### src/rtl/mux_rr_arbiter_if.sv
// Handshake bundle between the round-robin arbiter and the 4:1 mux side.
// The lock signal exists only when MUX_ARB_LOCK_EN is defined.
interface mux_rr_arbiter_if;
    logic [3:0] req;
    logic       out_ready;
    logic [1:0] select;
    logic [3:0] grant;
    logic       out_valid;
    logic [3:0] ready;
`ifdef MUX_ARB_LOCK_EN
    logic       lock;

    modport master (input req, out_ready, lock, output select, grant, out_valid, ready);
    modport slave  (output req, out_ready, lock, input select, grant, out_valid, ready);
`else
    modport master (input req, out_ready, output select, grant, out_valid, ready);
    modport slave  (output req, out_ready, input select, grant, out_valid, ready);
`endif
endinterface

### src/rtl/mux_rr_arbiter.sv
// Round-robin select generator for a 4:1 4-bit channel mux with a per-grant hold limit.
// Optional feature: define MUX_ARB_LOCK_EN to add a lock input that pins the current grant.
module mux_rr_arbiter #(
    parameter int MAX_HOLD = 4
) (
    input  logic              clk,
    input  logic              rst_n,
    mux_rr_arbiter_if.master  bus
);

    localparam int CNT_W = $clog2(MAX_HOLD + 1);

    typedef enum logic {
        IDLE,
        GRANT
    } state_e;

    state_e            state_q, state_d;
    logic [1:0]        select_q, select_d;
    logic [1:0]        ptr_q, ptr_d;
    logic [3:0]        grant_q, grant_d;
    logic [CNT_W-1:0]  hold_cnt_q, hold_cnt_d;

    logic              valid;
    logic              xfer;
    logic              lock_on;
    logic              take_new;
    logic [1:0]        new_idx;
    logic [2:0]        pick_all;
    logic [2:0]        pick_other;

    // Returns {found, index} of the first set bit of cand, scanning start, start+1, ... mod 4.
    function automatic logic [2:0] pick(input logic [3:0] cand, input logic [1:0] start);
        logic [2:0] res;
        logic [1:0] idx;
        res = 3'b000;
        for (int i = 3; i >= 0; i--) begin
            idx = start + 2'(i);
            if (cand[idx]) begin
                res = {1'b1, idx};
            end
        end
        return res;
    endfunction

`ifdef MUX_ARB_LOCK_EN
    assign lock_on = bus.lock;
`else
    assign lock_on = 1'b0;
`endif

    // Handshake outputs are suppressed during reset so a reset never pops a word.
    assign valid         = rst_n && (state_q == GRANT) && bus.req[select_q];
    assign xfer          = valid && bus.out_ready;
    assign bus.out_valid = valid;
    assign bus.ready     = xfer ? grant_q : 4'b0000;
    assign bus.select    = select_q;
    assign bus.grant     = grant_q;

    assign pick_all   = pick(bus.req, ptr_q);
    assign pick_other = pick(bus.req & ~grant_q, ptr_q);

    always_comb begin
        state_d    = state_q;
        select_d   = select_q;
        grant_d    = grant_q;
        ptr_d      = ptr_q;
        hold_cnt_d = hold_cnt_q;
        take_new   = 1'b0;
        new_idx    = pick_other[1:0];

        case (state_q)
            IDLE: begin
                if (pick_all[2]) begin
                    take_new = 1'b1;
                    new_idx  = pick_all[1:0];
                end
            end
            GRANT: begin
                if (bus.req[select_q]) begin
                    if (xfer) begin
                        // Under lock the counter saturates at the limit so an unlock rotates on the next word.
                        if (lock_on) begin
                            if (int'(hold_cnt_q) < MAX_HOLD) begin
                                hold_cnt_d = hold_cnt_q + 1'b1;
                            end
                        end else if (int'(hold_cnt_q) + 1 < MAX_HOLD) begin
                            hold_cnt_d = hold_cnt_q + 1'b1;
                        end else if (pick_other[2]) begin
                            take_new = 1'b1;
                        end else begin
                            hold_cnt_d = '0;
                        end
                    end
                end else if (pick_other[2]) begin
                    take_new = 1'b1;
                end else begin
                    state_d    = IDLE;
                    grant_d    = 4'b0000;
                    hold_cnt_d = '0;
                end
            end
            default: begin
                state_d = IDLE;
            end
        endcase

        // Every fresh grant, including rotations, restarts the count and advances the pointer.
        if (take_new) begin
            state_d    = GRANT;
            select_d   = new_idx;
            grant_d    = 4'b0001 << new_idx;
            ptr_d      = new_idx + 2'd1;
            hold_cnt_d = '0;
        end
    end

    always_ff @(posedge clk) begin
        if (!rst_n) begin
            state_q    <= IDLE;
            select_q   <= 2'd0;
            grant_q    <= 4'b0000;
            ptr_q      <= 2'd0;
            hold_cnt_q <= '0;
        end else begin
            state_q    <= state_d;
            select_q   <= select_d;
            grant_q    <= grant_d;
            ptr_q      <= ptr_d;
            hold_cnt_q <= hold_cnt_d;
        end
    end

endmodule

### src/flat_wrapper.sv
// flat-port wrapper written by rule: the top's interface ports become plain ports
module mux_rr_arbiter_flat 
#(
    parameter int MAX_HOLD = 4
)
  (clk, rst_n, bus_req, bus_out_ready, bus_select, bus_grant, bus_out_valid, bus_ready);
  mux_rr_arbiter_if bus_i ();
  input  logic clk;
  input  logic rst_n;
  input wire logic [$bits(bus_i.req)-1:0] bus_req;
  input wire logic [$bits(bus_i.out_ready)-1:0] bus_out_ready;
  output wire logic [$bits(bus_i.select)-1:0] bus_select;
  output wire logic [$bits(bus_i.grant)-1:0] bus_grant;
  output wire logic [$bits(bus_i.out_valid)-1:0] bus_out_valid;
  output wire logic [$bits(bus_i.ready)-1:0] bus_ready;
  assign bus_i.req = bus_req;
  assign bus_i.out_ready = bus_out_ready;
  assign bus_select = bus_i.select;
  assign bus_grant = bus_i.grant;
  assign bus_out_valid = bus_i.out_valid;
  assign bus_ready = bus_i.ready;
  mux_rr_arbiter #(.MAX_HOLD(MAX_HOLD)) u_core (.clk(clk), .rst_n(rst_n), .bus(bus_i));
endmodule
### config.mk
export PLATFORM = sky130hd
export DESIGN_NAME = mux_rr_arbiter_flat
export DESIGN_NICKNAME = d
export VERILOG_FILES = /design/src/rtl/mux_rr_arbiter_if.sv /design/src/rtl/mux_rr_arbiter.sv /design/src/flat_wrapper.sv
export SDC_FILE = /design/constraint.sdc
export NUM_CORES = 1
export LEC_CHECK = 0
export BUFFER_PORTS_ARGS = -buffer_cell sky130_fd_sc_hd__buf_4
export CAP_MARGIN = 15
export CELL_PAD_IN_SITES_DETAIL_PLACEMENT = 0
export CELL_PAD_IN_SITES_GLOBAL_PLACEMENT = 2
export CORE_MARGIN = 2
export CORE_UTILIZATION = 31
export CTS_CLUSTER_DIAMETER = 30
export DETAILED_ROUTE_END_ITERATION = 12
export PLACE_DENSITY = 0.84
export SYNTH_ARGS = -nofsm -noshare
export SYNTH_HDL_FRONTEND = slang
export SYNTH_SLANG_ARGS = --single-unit
### constraint.sdc
create_clock -name clk -period 2.5 [get_ports clk]
set_input_delay 0.5 -clock clk [delete_from_list [all_inputs] [get_ports clk]]
set_output_delay 0.5 -clock clk [all_outputs]
set_load 0.05 [all_outputs]
# Word level (Yosys, flattened, before mapping)
# Index checks and enable logic that the tools add are counted.
dict set report word_totals {
  ff_bits 12
  latch_bits 0
  mem_bits_rw 0
  mem_bits_ro 0
  word_cells 78
  memories 0
}
dict set report op_classes {
  addsub 6
  mul 0
  div_mod_pow 0
  n_lt_le_gt_ge 6
  eq_ne 3
  shifts 1
  n_mux 46
  n_bitwise 4
  n_reduce_logical 7
}
# operator count
set ops {}
lappend ops {{3-bit 2-to-1 mux} 12}
lappend ops {{32-bit by 4-bit < comparator with 1-bit output, second input constant} 1}
lappend ops {{4-bit 2-to-1 mux} 5}
lappend ops {{1-bit binary-select mux with 2-bit select} 9}
lappend ops {{1-bit 2-to-1 mux} 17}
lappend ops {{2-bit by 3-bit < comparator with 1-bit output, second input constant} 5}
lappend ops {{2-bit by 1-bit inequality test with 1-bit output, second input constant} 3}
lappend ops {{2-bit by 1-bit adder with 2-bit output, second input constant} 2}
lappend ops {{2-bit adder, second input constant} 2}
lappend ops {{3-bit by 1-bit adder with 4-bit output, second input constant} 1}
lappend ops {{4-bit bitwise AND} 1}
lappend ops {{2-bit 2-to-1 mux} 2}
lappend ops {{4-bit NOT} 1}
lappend ops {{1-bit by 2-bit << shifter with 4-bit output, first input constant} 1}
lappend ops {{3-bit by 1-bit adder with 3-bit output, second input constant} 1}
lappend ops {{1-bit logical AND} 3}
lappend ops {{3-bit AND reduction} 1}
lappend ops {{1-bit NOT} 2}
lappend ops {{1-bit one-hot mux with 2 select lines} 1}
lappend ops {{2-bit AND reduction} 1}
lappend ops {{2-bit nonzero test} 1}
lappend ops {{2-bit OR reduction} 1}

# Depth between registers and ports, before layout
# Gate-level depths: netlist of run 1.
dict set report depth {
  depth_word 15
  depth_mapped 10
  ltp_nobuf 8
}

# Worst setup path before layout of run 1
# Ideal clock, no wire load.
dict set report synth_timing {
  path_kind {flip-flop to output port}
  startpoint {reg u_core.select_q[1], in the netlist u_core.bus.select[1]}
  endpoint {out bus_ready[0]}
  arrival_ns 1.855
  required_time_ns 2.000
  slack_ns 0.145
  stages_incl_launch_ff 4
  path_cell_list {dfxtp_1 mux4_2 and4_1 and2_1}
}
dict set report synth_via {
  elab_chain_len 5
}
# element line_no
set synth_lines {}
lappend synth_lines {{start: declaration} mux_rr_arbiter.sv:19} ;# logic [1:0] select_q, select_d;
lappend synth_lines {{start signal: assignment} mux_rr_arbiter.sv:127} ;# select_q <= select_d;
lappend synth_lines {{1-bit binary-select mux with 2-bit select} mux_rr_arbiter.sv:53} ;# assign valid = rst_n && (state_q == GRANT) && bus.req[select_q];
lappend synth_lines {{1-bit 2-to-1 mux (not written as such)} mux_rr_arbiter.sv:53}
lappend synth_lines {{1-bit logical AND} mux_rr_arbiter.sv:53}
lappend synth_lines {{1-bit logical AND} mux_rr_arbiter.sv:54} ;# assign xfer = valid && bus.out_ready;
lappend synth_lines {{4-bit 2-to-1 mux} mux_rr_arbiter.sv:56} ;# assign bus.ready = xfer ? grant_q : 4'b0000;
lappend synth_lines {{end: declaration} flat_wrapper.sv:15} ;# output wire logic [$bits(bus_i.ready)-1:0] bus_ready;
# Every way passes these cells. The select of a mux whose other input is x is not followed.

# Worst setup path after layout of run 1
dict set report layout_timing {
  startpoint {reg u_core.select_q[1], in the netlist u_core.bus.select[1]}
  endpoint {out bus_ready[2]}
}
# Same word-level chain as after synthesis.

==> results of run 1 <==
-- worst max-delay path by stage --
stage                         start           end  slack (ps)  cells after the start
3_3_place_gp             bus_req[3]  bus_ready[1]         240                      5
2_1_floorplan  u_core.bus.select[1]  bus_ready[0]         150                      3
3_5_place_dp             bus_req[3]  bus_ready[0]         240                      5
4_1_cts        u_core.bus.select[1]  bus_ready[0]         160                      4
5_1_grt        u_core.bus.select[1]  bus_ready[0]          90                      4
6_report       u_core.bus.select[1]  bus_ready[2]         170                      4
-- worst max-delay path, cell delays in order, from the launching register on --
cell,delay (ps)
sky130_fd_sc_hd__dfxtp_1,400
sky130_fd_sc_hd__mux4_2,530
sky130_fd_sc_hd__and4_1,280
sky130_fd_sc_hd__and2_1,180
sky130_fd_sc_hd__buf_4,180
-- cell families after synthesis --
logic type / Yosys count
simple gates: 50
compound gates: 39
flops: 12
buf+inv: 11
fa+ha+maj: 5
mux: 1
-- power breakdown --
part	leakage, nW	switching [mW]	internal [mW]
clock network	0.0210	0.0629	0.0885
logic	0.363	0.208	0.139
registers	0.0984	0.0475	0.218
total	0.483	0.318	0.445
-- final cells by class --
class	instances	area [um2]
clock buffer	4	36.28
timing repair buffer	22	165.2
sequential	12	240.2
multi-input combinational	95	658.1
inverter	6	22.52
tap	33	41.29
fill	313	1814
-- flip-flops by register name, indices dropped and copies added (netlist names) --
register           cells
u_core.bus.select      2
u_core.ptr_q           2
u_core.hold_cnt_q      3
u_core.bus.grant       4
u_core.state_q         1
-- cells in the mapped netlist (all sizes together) (2+ instances only) --
cell and n:
buf 3, nand2b 6, inv 6, o21ai 10
nor3b 2, o211a 2, dfxtp 12, a21oi 11
nand2 10, and2 7, nor2b 2, nand3 3
nand3b 2, nor2 6, ha 5, clkbuf 2
nand4 5, and3 2, a221oi 2, o211ai 4
or3b 2, a211oi 3
-- per-layer routing --
layer  vias to the layer above  global-route usage  routed length [um]
li1                        484                   -                   -
met1                       440              0.1939                1178
met2                        28              0.2261                1074
met3                         6             0.01528                 100
met4                         0             0.09416                  69
met5                         -                   0                   0
-- through the flow --
stage	hold WS [ps]	cells
floorplan	466.1	118
global placement	481.5	168
detailed placement	490.5	168
CTS	501.6	172
global route	525.9	172
finish	500.0	172
==> key figures, run 1 <==
Clocking
  – Hold buffers post-CTS: 0
  – Insertion delay to the later sink of the worst-skew pair: 270 ps
  – Clk slew on worst S/H paths: 70 ps
  – Total clock buffers created by CTS: 3
  – Maximum level of the CTS H-tree: 1
  – CTS max path bufs: 2
  – Number of gates resized after cts: 0
  – Count of buffers added by post-CTS timing repair for setup: 0
  – Root buffer cell: sky130_fd_sc_hd__clkbuf_4
  – Clock tree from TritonCTS: yes
  – CTS Sinks: 12

Yosys
  – Share of flip-flops with an asynchronous set or reset: 0
  – Area contributors post-synth: sky130_fd_sc_hd__dfxtp_1 25%, sky130_fd_sc_hd__ha_1 6.6%, sky130_fd_sc_hd__a21oi_1 5.8%
  – Synthesized flop and latch total: 12
  – Post-synthesis xor/xnor area fraction: 0
  – Area fraction of the dominant cell type after synthesis: 0.2523
  – Part of the Yosys area used for sequential elements: 0.2523
  – Number of flops mapped to enable cells by yosys: 0
  – Synthesized-area fraction occupied by and/or/nand/nor cells: 0.2983
  – Mux contribution to synthesized area: 0.02365
  – Number of unique standard cell types used by synthesis: 40
  – Syn Std Cell Area: 952.2 um2
  – Count of mapped cells out of synthesis: 118
  – Adder-cell area share of the yosys netlist: 0.06570
  – Synth Flop Type: sky130_fd_sc_hd__dfxtp_1
  – Largest area contributor in the synthesized netlist: sky130_fd_sc_hd__dfxtp_1
  – Average footprint of a synthesized cell: 8.069 um2
  – Main combinational cell family by area after synthesis: compound AO/OA/AOI/OAI gates
  – Total of warnings raised by yosys: 0
  – Total nets after synthesis: 130
  – Share of the synthesized area in compound gates (AO/OA/AOI/OAI): 0.3035

Hold path
  – Type of the worst min-delay path: reg2reg
  – Worst Hold Path EP: u_core.hold_cnt_q[1]
  – Count of cells along the worst hold path: 2
  – Startpoint of the most critical hold path: u_core.hold_cnt_q[1]

Floorplanning
  – Die Span Y: 59.42 um
  – DIE WIDTH: 59.42 um
  – Area enclosed by the die boundary: 3531 um2
  – Effective utilization at floorplan: 0.3197
  – Core outline area: 2978 um2
  – Num rows: 20
  – Top-Level Pins: 18

GRT
  – First-pass GRT wire length: 4008 um
  – Largest net degree at the start of global routing: 12
  – Total congestion overflow: 0
  – Number of global-route vias before repair: 914
  – Tot GR Track Use: 0.1470
  – Antenna violations before repair: 0

Timing
  – Remaining max-slew budget at the tightest pin: 0.6138
  – Min Clock Period, post-route: 2330 ps
  – Final number of max-transition violations: 0
  – Setup repair after global routing missed its margin: no
  – F_max: 0.4292 GHz
  – Setup WS post-layout: 170.0 ps
  – Share of the clock period used by the worst path after layout: 0.9320
  – Slew at the pin with the worst max-slew slack: 575.8 ps
  – Total negative slack for setup checks: 0 ps
  – Number of hold violations in the final report: 0
  – Final Setup Violations: 0
  – Worst clock skew on the final layout: 6.525 ps

Setup path
  – Critical Path Fanout Max: 5
  – Sort of element at the start of the critical path: flop
  – Register-to-register setup slack: 450 ps
  – Worst r2r dst: u_core.bus.grant[1]
  – Kind of capture point of the worst setup path: primary output
  – Logic depth of the worst register-to-register path: 8
  – Setup Crit Path Kind: reg2out
  – Worst endpoint required time: 2000 ps
  – Origin of the critical flop-to-flop path: u_core.bus.grant[1]
  – Worst EP arrival: 1830 ps

Place
  – Cell area reported after detailed placement: 1127 um2
  – Worst slack at placement: 244.6 ps
  – HPWL after detailed placement: 1870 um
  – # port buffers: 17
  – Final RePlAce weighted congestion: 0.7959

Power
  – Leak Pwr: 0.4829 nW
  – Power per unit of standard cell area: 655.6 nW/um2
  – Post-route total power: 762.9 uW
  – Worst-case vdd ir drop: 0.0004265 V

Final layout
  – Syn-to-layout area delta: 22.21%
  – Post-route core utilization: 0.3908
  – Layout Nets: 152
  – Share of layout cells above drive strength 1: 0.2590
  – Most common library cell in the layout ignoring fill and taps: sky130_fd_sc_hd__buf_4
  – Leading cell types in the layout, fill and taps excluded: 22 x sky130_fd_sc_hd__buf_4, 12 x sky130_fd_sc_hd__dfxtp_1, 11 x sky130_fd_sc_hd__a21oi_1, 10 x sky130_fd_sc_hd__nand2_1
  – Post-route cell area: 1164 um2
  – Antenna Cells: 0

Routing
  – DRC Markers: 0
  – DRT Pass-1 Iters: 4
  – Average detailed-routed wire length per instance: 14.09 um
  – Per-cell via count in the routed design: 5.570
  – Overall routed net length: 2423 um
  – Via count: 958
  – Initial drt markers: 18
  – Antenna violation net count after detailed routing: 0

Run status
  – Status: complete, no violations

Flow run
  – Number of violations of the max-capacitance limit: 0
(Power assumes the default switching activity.)
==> inputs of run 2 (changes only) <==
CORE_UTILIZATION = 33   (was 31)
CTS_BUF_LIST = sky130_fd_sc_hd__clkbuf_2   (was unset)
PLACE_DENSITY = 0.88   (was 0.84)
RECOVER_POWER = 100   (was unset)
==> key figures, run 2 (synthesis gave the netlist of run 1 again) <==
Final layout
  – Post-route cell area: 1087 um2
  – Storage cell area: 240.2 um2
  – Leading cell types in the layout, fill and taps excluded: 12 x sky130_fd_sc_hd__dfxtp_1, 11 x sky130_fd_sc_hd__a21oi_1, 10 x sky130_fd_sc_hd__nand2_1, 9 x sky130_fd_sc_hd__o21ai_0, 9 x sky130_fd_sc_hd__buf_4
  – Antenna Cells: 0
  – Layout Nets: 151
  – Multi-input gate area in the final layout: 638.1 um2
  – Max FFs per register: 4
  – Share of layout cells above drive strength 1: 0.1812
  – Syn-to-layout area delta: 14.19%
  – Most common library cell in the layout ignoring fill and taps: sky130_fd_sc_hd__dfxtp_1
  – Fill cell count: 314

Floorplanning
  – Core outline area: 2758 um2
  – DIE WIDTH: 57.72 um
  – Num rows: 19
  – Top-Level Pins: 18
  – Area enclosed by the die boundary: 3331 um2
  – Die Span Y: 57.72 um
  – Effective utilization at floorplan: 0.3453

GRT
  – Total congestion overflow: 0
  – Number of global-route vias before repair: 901
  – First-pass GRT wire length: 4209 um
  – Largest net degree at the start of global routing: 13
  – Tot GR Track Use: 0.1630
  – Antenna violations before repair: 0

Routing
  – Routed met1 length: 1212 um
  – Average detailed-routed wire length per instance: 14.51 um
  – Highest layer used for signal routing: met4
  – Overall routed net length: 2453 um
  – Initial drt markers: 23
  – Antenna violation net count after detailed routing: 0
  – DRC Markers: 0
  – Met3 Routed Length: 68 um
  – DRT Pass-1 Iters: 4
  – Per-cell via count in the routed design: 5.645
  – Via count: 954
  – Routed length on met2: 1115 um

Hold path
  – Type of the worst min-delay path: in2reg

Setup path
  – Worst-path cell chain: mux4_2, and4_1, and2_1, clkbuf_4
  – Critical Path Fanout Max: 5
  – Register-to-register setup slack: 450 ps
  – Peak per-stage delay on the critical path: 530 ps
  – Highest-delay cell along the critical path: sky130_fd_sc_hd__mux4_2
  – Sort of element at the start of the critical path: flop
  – Kind of capture point of the worst setup path: primary output
  – Setup Crit Path Kind: reg2out
  – CP delay by family, top: multiplexers
  – Worst endpoint required time: 2000 ps
  – Buffer and inverter count on the worst path: 1
  – Worst EP arrival: 1870 ps

Clocking
  – Total clock buffers created by CTS: 3
  – Number of gates resized after cts: 0
  – CTS max path bufs: 2
  – Root buffer cell: sky130_fd_sc_hd__clkbuf_2
  – Insertion delay to the later sink of the worst-skew pair: 280 ps
  – Maximum level of the CTS H-tree: 1
  – Clock tree from TritonCTS: yes
  – Hold buffers post-CTS: 0
  – Clk slew on worst S/H paths: 110 ps
  – CTS Sinks: 12
  – Count of buffers added by post-CTS timing repair for setup: 0

Timing
  – Min Clock Period, post-route: 2372 ps
  – Number of hold violations in the final report: 0
  – F_max: 0.4216 GHz
  – Final Setup Violations: 0
  – Setup repair after global routing missed its margin: no
  – Total negative slack for setup checks: 0 ps
  – Worst clock skew on the final layout: 5.400 ps
  – Remaining max-slew budget at the tightest pin: 0.5643
  – Final number of max-transition violations: 0
  – Slew at the pin with the worst max-slew slack: 650.6 ps
  – Share of the clock period used by the worst path after layout: 0.9488

Power
  – Post-route total power: 684.3 uW
  – Power per unit of standard cell area: 629.4 nW/um2
  – Leak Pwr: 0.4359 nW
  – Worst-case vdd ir drop: 0.0003669 V

Flow run
  – Number of violations of the max-capacitance limit: 0

Place
  – HPWL after detailed placement: 1925 um
  – # port buffers: 17
  – Final RePlAce weighted congestion: 0.8079
  – Cell area reported after detailed placement: 1117 um2

Run status
  – Status: complete, no violations
## run 2: cell count changes in the layout (fill, tap and decap cells not counted), moves of 2 or more
cell / change
sky130_fd_sc_hd__o21ai_0: +2
sky130_fd_sc_hd__buf_4: -13
sky130_fd_sc_hd__clkbuf_1: +7
sky130_fd_sc_hd__clkbuf_2: +4
sky130_fd_sc_hd__o21ai_1: -2
## run 2: cell type report
type / count / share of cell area
repair buffers: 21 / 0.1185
flip-flops and latches: 12 / 0.2209
inverters: 6 / 0.02071
clock inverters: 1 / 0.003452
well taps: 31 / 0.03567
multi-input cells: 95 / 0.5869
clock buffers: 3 / 0.01381
## run 2: final timing paths
| kind | startpoint | end | depth (start not counted) |
|---|---|---|---|
| setup / recovery | u_core.bus.select[1] | bus_ready[1] | 4 |
| hold / removal | rst_n | u_core.bus.select[0] | 2 |
| setup reg to reg | u_core.bus.grant[1] | u_core.ptr_q[1] | 8 |
| hold reg to reg | u_core.hold_cnt_q[1] | u_core.hold_cnt_q[1] | 2 |
## run 2: power by group
group	internal [mW]	switching (mW)	leakage, nW
Sequential	0.218	0.0492	0.0984
Combinational	0.113	0.203	0.323
Clock	0.0347	0.0662	0.0140
## run 2: through the flow
stage,worst slack (ps),std cells,util,hold WS (ps)
floorplan,145.4,118,-,466.1
global placement,232.2,165,0.4052,482.0
detailed placement,239.4,165,0.4052,491.0
CTS,129.4,169,0.4120,501.5
global route,30.43,169,0.3943,487.3
finish,127.9,169,0.3943,501.6
## run 2: per-layer routing
metal / up-vias / track usage
met3: 5 / 0.01563
met5: - / 0
li1: 479 / -
met2: 18 / 0.2500
met4: 0 / 0.07973
met1: 452 / 0.2285
## run 2: worst register-to-register path: cells and delay by family, from the launching register on
kind,cells,cell delay (ps)
and+or+nand+nor,2,580
adders and majority gates,1,230
AOI/OAI and AO/OA,4,590
buffers and inverters,1,130
DFF,1,420
